### src/rtl/count_sequencer.sv
// Enable-pulse sequencer for the downstream 8-bit counter: prescaled single-cycle
// enable pulses, continuous or fixed-length burst. Optional run gate: COUNT_SEQ_GATE_EN.
module count_sequencer #(
    parameter int PRESCALE_W = 8,
    parameter int BURST_W    = 8
) (
    input  logic                  clk,
    input  logic                  reset,
    input  logic                  start,
    input  logic                  stop,
    input  logic                  mode,
    input  logic [PRESCALE_W-1:0] prescale,
    input  logic [BURST_W-1:0]    burst_len,
`ifdef COUNT_SEQ_GATE_EN
    input  logic                  gate,
`endif
    output logic                  enable,
    output logic                  busy,
    output logic                  done
);

    // state  | meaning
    // IDLE   | waiting for start; parameters latched on acceptance
    // RUN    | dividing clk, emitting enable pulses
    // DONE   | single cycle after the last burst pulse; raises done
    typedef enum logic [1:0] {
        S_IDLE = 2'd0,
        S_RUN  = 2'd1,
        S_DONE = 2'd2
    } state_t;

    state_t                state, state_d;
    logic [PRESCALE_W-1:0] prescale_q, prescale_d;
    logic [BURST_W-1:0]    burst_q, burst_d;
    logic                  mode_q, mode_d;
    logic [PRESCALE_W-1:0] div, div_d;
    logic [BURST_W-1:0]    pulses, pulses_d;
    logic                  enable_d, busy_d, done_d;
    logic                  run_gate;
    logic [BURST_W-1:0]    burst_last;

`ifdef COUNT_SEQ_GATE_EN
    assign run_gate = gate;
`else
    assign run_gate = 1'b1;
`endif

    // burst_q of 0 wraps to all-ones here, giving a 2^BURST_W pulse burst
    assign burst_last = burst_q - BURST_W'(1);

    always_ff @(posedge clk) begin
        if (reset) begin
            state      <= S_IDLE;
            prescale_q <= '0;
            burst_q    <= '0;
            mode_q     <= 1'b0;
            div        <= '0;
            pulses     <= '0;
            enable     <= 1'b0;
            busy       <= 1'b0;
            done       <= 1'b0;
        end else begin
            state      <= state_d;
            prescale_q <= prescale_d;
            burst_q    <= burst_d;
            mode_q     <= mode_d;
            div        <= div_d;
            pulses     <= pulses_d;
            enable     <= enable_d;
            busy       <= busy_d;
            done       <= done_d;
        end
    end

    always_comb begin
        state_d    = state;
        prescale_d = prescale_q;
        burst_d    = burst_q;
        mode_d     = mode_q;
        div_d      = div;
        pulses_d   = pulses;
        enable_d   = 1'b0;
        busy_d     = busy;
        done_d     = 1'b0;

        case (state)
            S_IDLE: begin
                busy_d = 1'b0;
                if (start && !stop) begin
                    prescale_d = prescale;
                    burst_d    = burst_len;
                    mode_d     = mode;
                    div_d      = '0;
                    pulses_d   = '0;
                    busy_d     = 1'b1;
                    state_d    = S_RUN;
                end
            end
            S_RUN: begin
                busy_d = 1'b1;
                if (stop) begin
                    busy_d  = 1'b0;
                    state_d = S_IDLE;
                end else if (!run_gate) begin
                    // hold div and pulses so spacing resumes where it paused
                    div_d    = div;
                    pulses_d = pulses;
                end else if (div == prescale_q) begin
                    div_d    = '0;
                    enable_d = 1'b1;
                    if (mode_q && (pulses == burst_last)) begin
                        state_d = S_DONE;
                    end else begin
                        pulses_d = pulses + BURST_W'(1);
                    end
                end else begin
                    div_d = div + PRESCALE_W'(1);
                end
            end
            S_DONE: begin
                done_d  = 1'b1;
                busy_d  = 1'b0;
                state_d = S_IDLE;
            end
            default: begin
                busy_d  = 1'b0;
                state_d = S_IDLE;
            end
        endcase
    end

endmodule

### config.mk
export PLATFORM = sky130hd
export DESIGN_NAME = count_sequencer
export DESIGN_NICKNAME = d
export VERILOG_FILES = /design/src/rtl/count_sequencer.sv
export SDC_FILE = /design/constraint.sdc
export NUM_CORES = 1
export LEC_CHECK = 0
export ABC_AREA = 1
export CAP_MARGIN = 20
export CORE_MARGIN = 2
export CORE_UTILIZATION = 30
export DETAILED_ROUTE_END_ITERATION = 16
export GPL_ROUTABILITY_DRIVEN = 0
export HOLD_SLACK_MARGIN = 0.03
export PLACE_DENSITY = 0.59
export SYNTH_ARGS = -nofsm -noshare
export SYNTH_HDL_FRONTEND = slang
export SYNTH_SLANG_ARGS = --single-unit
### constraint.sdc
create_clock -name clk -period 3.4 [get_ports clk]
set_input_delay 0.51 -clock clk [delete_from_list [all_inputs] [get_ports clk]]
set_output_delay 0.51 -clock clk [all_outputs]
set_load 0.05 [all_outputs]
Word level (Yosys, flattened, before mapping)
Cells that the tools add are included.
{"block": "totals", "regBits": 38, "input_bits": 21, "out_inout_bits": 3, "wordCells": 51}
{"block": "classes", "n_addsub": 3, "eq_ne": 10, "mux": 18, "bitwise_logic": 1, "reduce_logical": 10}
{"op": "8-bit 2-to-1 mux", "n": 6}
{"op": "8-bit case mux with 2 select lines", "n": 2}
{"op": "8-bit by 1-bit adder with 8-bit output (second input constant)", "n": 2}
{"op": "8-bit == test", "n": 2}
{"op": "2-bit 2-to-1 mux", "n": 4}
{"op": "2-bit inequality test (second input constant)", "n": 4}
{"op": "8-bit by 1-bit subtractor with 8-bit output (second input constant)", "n": 1}
{"op": "3-bit inequality test (second input constant)", "n": 2}
{"op": "3-bit AND reduction", "n": 2}
{"op": "5-bit AND reduction", "n": 1}
{"op": "1-bit 2-to-1 mux", "n": 4}
{"op": "2-bit case mux with 2 select lines", "n": 1}
{"op": "3-bit OR reduction", "n": 1}
{"op": "2-bit by 1-bit == test with 1-bit output (second input constant)", "n": 1}
{"op": "2-bit == test (second input constant)", "n": 1}
{"op": "1-bit logical AND", "n": 2}
{"op": "2-bit logical NOT", "n": 1}
{"op": "1-bit case mux with 2 select lines", "n": 1}
{"op": "2-bit AND reduction", "n": 1}
{"op": "2-bit nonzero test", "n": 1}
{"op": "1-bit logical NOT", "n": 1}
{"op": "1-bit NOT", "n": 1}

Logic depth before layout (Yosys ltp)
Gate-level depths: netlist of the first run.
{"block": "logic_depth", "ltp_word": 7, "depth_mapped": 15, "ltp_nobuf": 15}

Least setup slack after synthesis of the first run
No wires, ideal clock.
{"block": "synth_timing", "path_type": "flip-flop to flip-flop", "start": "reg burst_q[0]", "end": "reg pulses[0]", "setup_time_ns": 0.112, "arrival_time_ns": 1.537, "required_ns": 3.288, "slack_ns": 1.752, "stages_incl_launch_ff": 15, "path_buffers": 0, "synth_period_minus_slack_ns": 1.648, "cell_sequence": "dfxtp_1 > inv_2 > ha_1 > inv_1 > nand2_2 > nand3b_1 > nand2_1 > nor2_2 > nand3_2 > nor2_4 > nand3_4 > nand2_4 > inv_2 > nor2_1 > nor2_1"}
{"block": "synth_between", "elab_chain_cells": 5}
{"item": "start, declared", "line": "34", "rtl": "logic [BURST_W-1:0] burst_q, burst_d;"}
{"item": "start signal, assigned", "line": "65", "rtl": "burst_q <= burst_d;"}
{"item": "8-bit by 1-bit subtractor with 8-bit output", "line": "49", "rtl": "assign burst_last = burst_q - BURST_W'(1);"}
{"item": "8-bit == test", "line": "111", "rtl": "if (mode_q && (pulses == burst_last)) begin"}
{"item": "1-bit logical AND", "line": "111"}
{"item": "2-bit inequality test (no source line)"}
{"item": "5-bit AND reduction (no source line)"}
{"item": "end signal, assigned", "line": "68", "rtl": "pulses <= pulses_d;"}
{"item": "end, declared", "line": "37", "rtl": "logic [BURST_W-1:0] pulses, pulses_d;"}
No other way between the ends.
A chain may end at the register's enable or synchronous reset.

Worst setup path in the final report of the first run
{"block": "layout_timing", "start": "in stop", "end": "reg div[5]"}
{"block": "layout_between", "elab_chain_cells": 4, "word_cells_on_any_way": 5, "cone_classes": "eq/ne (2); reduce/logical (3)"}
{"item": "start, declared", "line": "10", "rtl": "input logic stop,"}
{"item": "1-bit logical NOT", "line": "89", "rtl": "if (start && !stop) begin"}
{"item": "1-bit logical AND", "line": "89"}
{"item": "2-bit inequality test (no source line)"}
{"item": "3-bit AND reduction (no source line) *"}
{"item": "end signal, assigned", "line": "67", "rtl": "div <= div_d;"}
{"item": "end, declared", "line": "36", "rtl": "logic [PRESCALE_W-1:0] div, div_d;"}
Every way passes the cells marked *; elsewhere a longest branch is shown, timed or not.

==> metrics, run 1 <==
critical setup path kind=in2reg; vias in the first global route=1783; status=finished, final reports clean; Max Slew Vio Count=0; Leakage=between 0.9 and 1 nW; Die Wd=85.6 µm; Most common cell on crit path=inv_2; Die Y=85.6 µm; Seq/Total Area, Yosys=0.381; crit-path cells=clkdlybuf4s50_1 -> inv_1 -> nand2_1 -> nor3_2 -> buf_4 -> inv_2 -> nand2_4 -> inv_2 -> o21ai_1 -> nor2_1; core area=6390 µm²; layout cells sized above 1=0.115; Worst Min Path Start=state[1]$_SDFFE_PP0P_; Slowest-stage cell, CP=o21ai_1; Fill cells=about 700; Distinct cells, synth=31; post-route minimum period=approximately 2.1 ns; via/cell ratio=4.74; Ys Warns=0; Worst-Skew Late Latency=0.29 ns; Post-Layout Cell Count=382; wire per inst=roughly 12 µm; dpl hpwl=3390 µm; antenna viol nets, final=0; slew at the pin closest to its max-slew limit=0.563 ns; hold path cells=2; placed cells=~370; TritonCTS buffer count=5; Fin. Hold Viols=0; Max Cap Violations=0; Crit path depth=10; Worst Path Required=~3.6 ns; r2r endpoint=pulses[1]$_SDFFE_PP0P_; First-pass DRT Iterations=4; Hold WC Path Type=reg2reg; post-cts resize count=0; TritonCTS clock tree=built; largest net degree at the start of global routing=26; PortBufs=23; GRT Overall Usage=0.133; Crit Path Max Fanout=25; most frequent cells in the layout=nand2_1, nor2_1, dfxtp_1, nand3_1, clkdlybuf4s50_1; effective utilization at floorplan=0.313; Period Utilization, post-route=0.622; # hold bufs at CTS=0; Post-CTS Setup Bufs=0; most common cell after layout, fill and taps aside=nand2_1; worst hold endpoint=done$_SDFF_PP0_; worst path arrival time=between 2 and 2.5 ns; routed wire length=around 4500 µm; CP Capture Type=flop; worst clock skew=0.00784 ns; Mapped Area=roughly 2000 µm²; initial DRC count=between 90 and 100; CTS max path bufs=2; PwrDens=405 nW/µm²; R2R setup slack=roughly 1.5 ns; CP Buf/Inv Count=5; number of I/O pins=24; Final Setup Violations=0; NumNets Final=328; Fmax achieved=between 400 and 500 MHz; Power Total=0.971 mW; syn_nets=303; Post-Layout Inst Area=~2400 µm²; Placed Area=2310 µm²; clk slew on worst S/H paths=approximately 0.07 ns; clock sinks=38; H-tree levels=2; GRT overflow=0; worst reg2reg startpoint=burst_q[0]$_SDFFE_PP0P_; slew margin rel.=0.624; Layout area overhead=20.2%; via count=1809; Worst path max stage delay=0.43 ns; RSZ-0062 raised after global routing=false; # DRC=0; Setup TNS=0 ns; Synth Register Bits=38; row cnt=29; worst-case reg-to-reg path depth=13; CP top delay family=buffers and inverters; first-pass GRT wire length=7870 µm; CP startpoint kind=input port; Antenna Cells=0; initial antenna violation count=0; peak supply drop=0.222 mV; die area=7330 µm²; Avg Cell Area, Syn=7.16 µm²; Root Buffer=clkbuf_8; Mapped Cells=279
-- power by group --
group | switching [mW] | internal [mW] | total [mW]
combinational | 0.0987 | 0.0696 | 0.168
clock | 0.158 | 0.164 | 0.322
sequential | 0.0175 | 0.464 | 0.481
total | 0.274 | 0.697 | 0.971
-- through the flow --
step / hold slack, ns / utilization / worst slack, ns
after detailed placement: 0.488 / 0.362 / 0.944
final: 0.495 / 0.376 / 1.29
after floorplan: 0.458 / - / 1.75
after global routing: 0.546 / 0.376 / 1.09
after CTS: 0.498 / 0.376 / 1.26
after global placement: 0.470 / 0.362 / 0.968
-- state kept, by name, summed over array words and instances (netlist names) --
register / flops
burst_q: 8
busy: 1
div: 8
done: 1
enable: 1
mode_q: 1
prescale_q: 8
pulses: 8
state: 2
-- kinds of logic (layout without fill, tap and decap cells) --
logic type / count (synthesis) / in the layout / share of synthesized area
compound gates: 43 / 43 / 0.118
xor+xnor: 17 / 17 / 0.0745
fa+ha+maj: 3 / 3 / 0.0188
buf+inv: 32 / 58 / 0.0601
flops: 38 / 38 / 0.381
simple gates: 146 / 146 / 0.348
-- Yosys cell counts, drive strengths merged --
master	number	share of area
xor2	11	0.048
clkbuf	6	0.011
nor2	45	0.097
nor3b	1	0.0038
nand3	29	0.081
nand4	3	0.0094
xnor2	6	0.026
clkinv	1	0.0019
and3	2	0.0063
nand2	53	0.11
nand3b	2	0.0075
dfxtp	38	0.38
nor4	1	0.0031
a211oi	1	0.0038
or2	2	0.0063
a21oi	20	0.058
o31ai	1	0.0038
inv	25	0.047
nor3	8	0.023
ha	3	0.019
o21ai	21	0.053
-- worst max path at each step --
stage | slack, ns | to | start
3_3_place_gp | 0.97 | pulses[3]$_SDFFE_PP0P_ | stop
2_1_floorplan | 1.75 | pulses[0]$_SDFFE_PP0P_ | burst_q[0]$_SDFFE_PP0P_
4_1_cts | 1.26 | div[5]$_SDFFE_PP0P_ | stop
5_1_grt | 1.09 | div[6]$_SDFFE_PP0P_ | reset
3_5_place_dp | 0.94 | div[5]$_SDFFE_PP0P_ | stop
6_report | 1.29 | div[5]$_SDFFE_PP0P_ | stop
-- worst reg2reg max path, stage by stage, from the launching register on --
cell	delay, ns
dfxtp_1	0.34
inv_2	0.11
ha_1	0.24
nand2_1	0.07
nor2_1	0.14
nand3_1	0.12
nand3b_1	0.10
nand2_1	0.09
nor2_4	0.14
nand3_4	0.14
nand2_4	0.13
inv_2	0.04
nor2_1	0.08
nor2_1	0.05
-- routing by layer --
| layer | vias up | wire length [µm] | global-route usage |
|---|---|---|---|
| li1 | 959 | - | - |
| met1 | 817 | 2100 | 0.160 |
| met2 | 23 | 2160 | 0.229 |
| met3 | 10 | 140 | 0.0337 |
| met4 | 0 | 81 | 0.0476 |
| met5 | - | 0 | 0 |
-- cell type report --
cell class                      count  area [µm²]  share of cell area
Multi-Input combinational cell    209        1120               0.465
Sequential cell                    38         761               0.317
Timing Repair Buffer               24         238              0.0990
Inverter                           26        97.6              0.0406
Tap cell                           77        96.3              0.0401
Clock buffer                        7        86.3              0.0360
Clock inverter                      1        5.00             0.00208
Power figures use the tool's default switching activity.
==> inputs of run 2 (changes only) <==
--- a/config.mk
+++ b/config.mk
@@ -12,7 +12,7 @@
 export DETAILED_ROUTE_END_ITERATION = 16
 export GPL_ROUTABILITY_DRIVEN = 0
 export HOLD_SLACK_MARGIN = 0.03
-export PLACE_DENSITY = 0.59
+export PLACE_DENSITY = 0.61
 export SYNTH_ARGS = -nofsm -noshare
 export SYNTH_HDL_FRONTEND = slang
 export SYNTH_SLANG_ARGS = --single-unit
==> constraint.sdc (replaced) <==
create_clock -name clk -period 1.8 [get_ports clk]
set_input_delay 0.27 -clock clk [delete_from_list [all_inputs] [get_ports clk]]
set_output_delay 0.27 -clock clk [all_outputs]
set_load 0.05 [all_outputs]
==> run 2 against run 1 <==
Clock skew up 0.00077 ns. Setup slack worse by 1.2 ns. Wire length increased by 2.5%. Critical path depth grew 4. Non-clock buffer count is 12 higher. Power increased by 90%. Final area rose by 5.7%. Combinational power increased by 120%. Global-route usage is 0.25 points lower. Sequential share of layout area down 1.6 points. Largest cell class unchanged.
==> metrics, run 2 (synthesis gave the netlist of run 1 again) <==
status=finished, final reports clean; Antenna Cells=0 (unchanged); Placed Area=2390 µm² (+3.6%); core area=6390 µm² (unchanged); vias in the first global route=1796 (+0.73%); # hold bufs at CTS=0 (unchanged); Fill cells=662 (-4.7%); Die Y=85.6 µm (unchanged); CP startpoint kind=flop; Fin. Hold Viols=0 (unchanged); initial antenna violation count=0 (unchanged); TritonCTS buffer count=5 (unchanged); post-route minimum period=approximately 1.7 ns; fin worst setup slack=0.124 ns (-1.16 ns); GRT Overall Usage=0.130 (-0.00249); layout cells sized above 1=0.186 (+0.0708); initial DRC count=82 (-15%); Final Setup Violations=0 (unchanged); Post-Layout Cell Count=395 (+3.4%); largest net degree at the start of global routing=25 (-3.8%); # DRC=0 (unchanged); PortBufs=23 (unchanged); worst path arrival time=1.86 ns (-0.41 ns); die area=7330 µm² (unchanged); H-tree levels=2 (unchanged); row cnt=29 (unchanged); Max Cap Violations=0 (unchanged); Slowest-stage cell, CP=dfxtp_2; Most common cell on crit path=nand2_1; Worst-Skew Late Latency=0.29 ns (about the same); Max Slew Vio Count=0 (unchanged); placed cells=385 (+2.9%); Place WS=0.00968 ns (-0.934 ns); slew margin rel.=0.671 (+0.0474); first-pass GRT wire length=7800 µm (-0.88%); via count=1884 (+4.1%); Die Wd=85.6 µm (unchanged); Post-Layout Inst Area=2540 µm² (+5.7%); Period Utilization, post-route=0.931; TritonCTS clock tree=built; clock sinks=38 (unchanged); CP Capture Type=flop; crit-path cells=inv_2 -> ha_4 -> nand2_1 -> nor2_2 -> nand2_1 -> nand2_1 -> nor2_2 -> nand3_2 -> nor2_4 -> nand3_4 -> nand2_4 -> inv_2 -> nor2_1 -> nor2_1; r2r endpoint=pulses[0]$_SDFFE_PP0P_; Sequential Area=763 µm² (+0.33%); most common cell after layout, fill and taps aside=nand2_1; worst-case reg-to-reg path depth=14 (+1); worst reg2reg startpoint=burst_q[0]$_SDFFE_PP0P_; Hold WC Path Type=reg2reg; critical setup path kind=reg2reg; Leakage=1.02 nW (+6.9%); Crit Path Max Fanout=7 (-72%); GRT overflow=0 (unchanged); number of I/O pins=24 (unchanged); NumNets Final=342 (+4.3%); R2R setup slack=0.12 ns (-1.37 ns); Root Buffer=clkbuf_8; via/cell ratio=4.77 (+0.72%); Setup TNS=0 ns (unchanged); Multi-input gate area=1170 µm² (+5.2%); clk slew on worst S/H paths=0.07 ns (about the same); effective utilization at floorplan=0.313 (unchanged); CTS max path bufs=2 (unchanged); routed wire length=4600 µm (+2.5%); slew at the pin closest to its max-slew limit=0.492 ns (-0.0708 ns); Fmax achieved=597 MHz; Worst path max stage delay=0.34 ns (-0.09 ns); peak supply drop=0.481 mV (+120%); most frequent cells in the layout=nand2_1, nor2_1, dfxtp_1, nand3_1, clkdlybuf4s50_1; dpl hpwl=3320 µm (-2.2%); wire per inst=11.6 µm (-0.92%); PwrDens=725 nW/µm² (+79%); hold path cells=2 (unchanged); worst hold endpoint=done$_SDFF_PP0_; Layout area overhead=27.1%; First-pass DRT Iterations=4 (unchanged); Worst Path Required=1.99 ns (-1.57 ns); antenna viol nets, final=0 (unchanged); worst clock skew=0.00861 ns (+0.000773 ns); Worst Min Path Start=state[1]$_SDFFE_PP0P_
==> run 2: changes by cell type in the layout (fill, tap and decap cells not counted), sizes merged <==
cell	delta
buf	+12
clkbuf	-2
clkinv	+1
nand3	+1
nor2	+1
==> run 2: layout make-up <==
type                       count  share of cell area
clock buffer                   5              0.0271
clock inverter                 2             0.00394
inverter                      26              0.0384
multi-input combinational    211               0.463
sequential                    38               0.301
tap                           77              0.0379
timing repair buffer          36               0.129
==> run 2: worst max-delay path by stage <==
stage	startpoint	to	slack [ns]
final	burst_q[0]$_SDFFE_PP0P_	pulses[0]$_SDFFE_PP0P_	0.12
after global routing	burst_q[1]$_SDFFE_PP0P_	pulses[2]$_SDFFE_PP0P_	-0.0006
after CTS	burst_q[0]$_SDFFE_PP0P_	pulses[1]$_SDFFE_PP0P_	0.04
after detailed placement	stop	pulses[4]$_SDFFE_PP0P_	0.01
after global placement	stop	pulses[6]$_SDFFE_PP0P_	0.04
after floorplan	burst_q[0]$_SDFFE_PP0P_	pulses[0]$_SDFFE_PP0P_	0.15
==> run 2: worst max-delay path, delay by kind of cell (launching register included) <==
family / cells / cell delay (ns)
fa+ha+maj: 1 / 0.16
flops: 1 / 0.34
buf+inv: 2 / 0.09
simple gates: 11 / 0.99
==> run 2: metrics by stage <==
stage           util  total power, mW  hold slack, ns
2_1_floorplan      -             1.15           0.354
3_3_place_gp   0.375             1.26           0.469
3_5_place_dp   0.375             1.27           0.479
4_1_cts        0.387             1.83           0.492
5_1_grt        0.398             1.95           0.513
6_report       0.398             1.84           0.486
==> run 2: what timing repair did <==
| action | CTS | global route |
|---|---|---|
| setup buffers | 0 | 1 |
| gates resized for setup | 0 | 13 |
| endpoints found under the setup margin | 0 | 9 |
| hold endpoints to repair | 0 | 0 |
==> run 2: metal layers <==
| layer | track usage | up-vias | part of all wire |
|---|---|---|---|
| li1 | - | 995 | - |
| met1 | 0.160 | 856 | 0.47 |
| met2 | 0.231 | 26 | 0.49 |
| met3 | 0.0279 | 7 | 0.031 |
| met4 | 0.0346 | 0 | 0.013 |
| met5 | 0 | - | 0 |
==> run 2: power by group <==
| group | total, mW | internal (mW) | switching [mW] | leakage (nW) |
|---|---|---|---|---|
| sequential | 0.909 | 0.876 | 0.0326 | 0.311 |
| clock | 0.565 | 0.260 | 0.305 | 0.0438 |
| combinational | 0.367 | 0.159 | 0.209 | 0.665 |
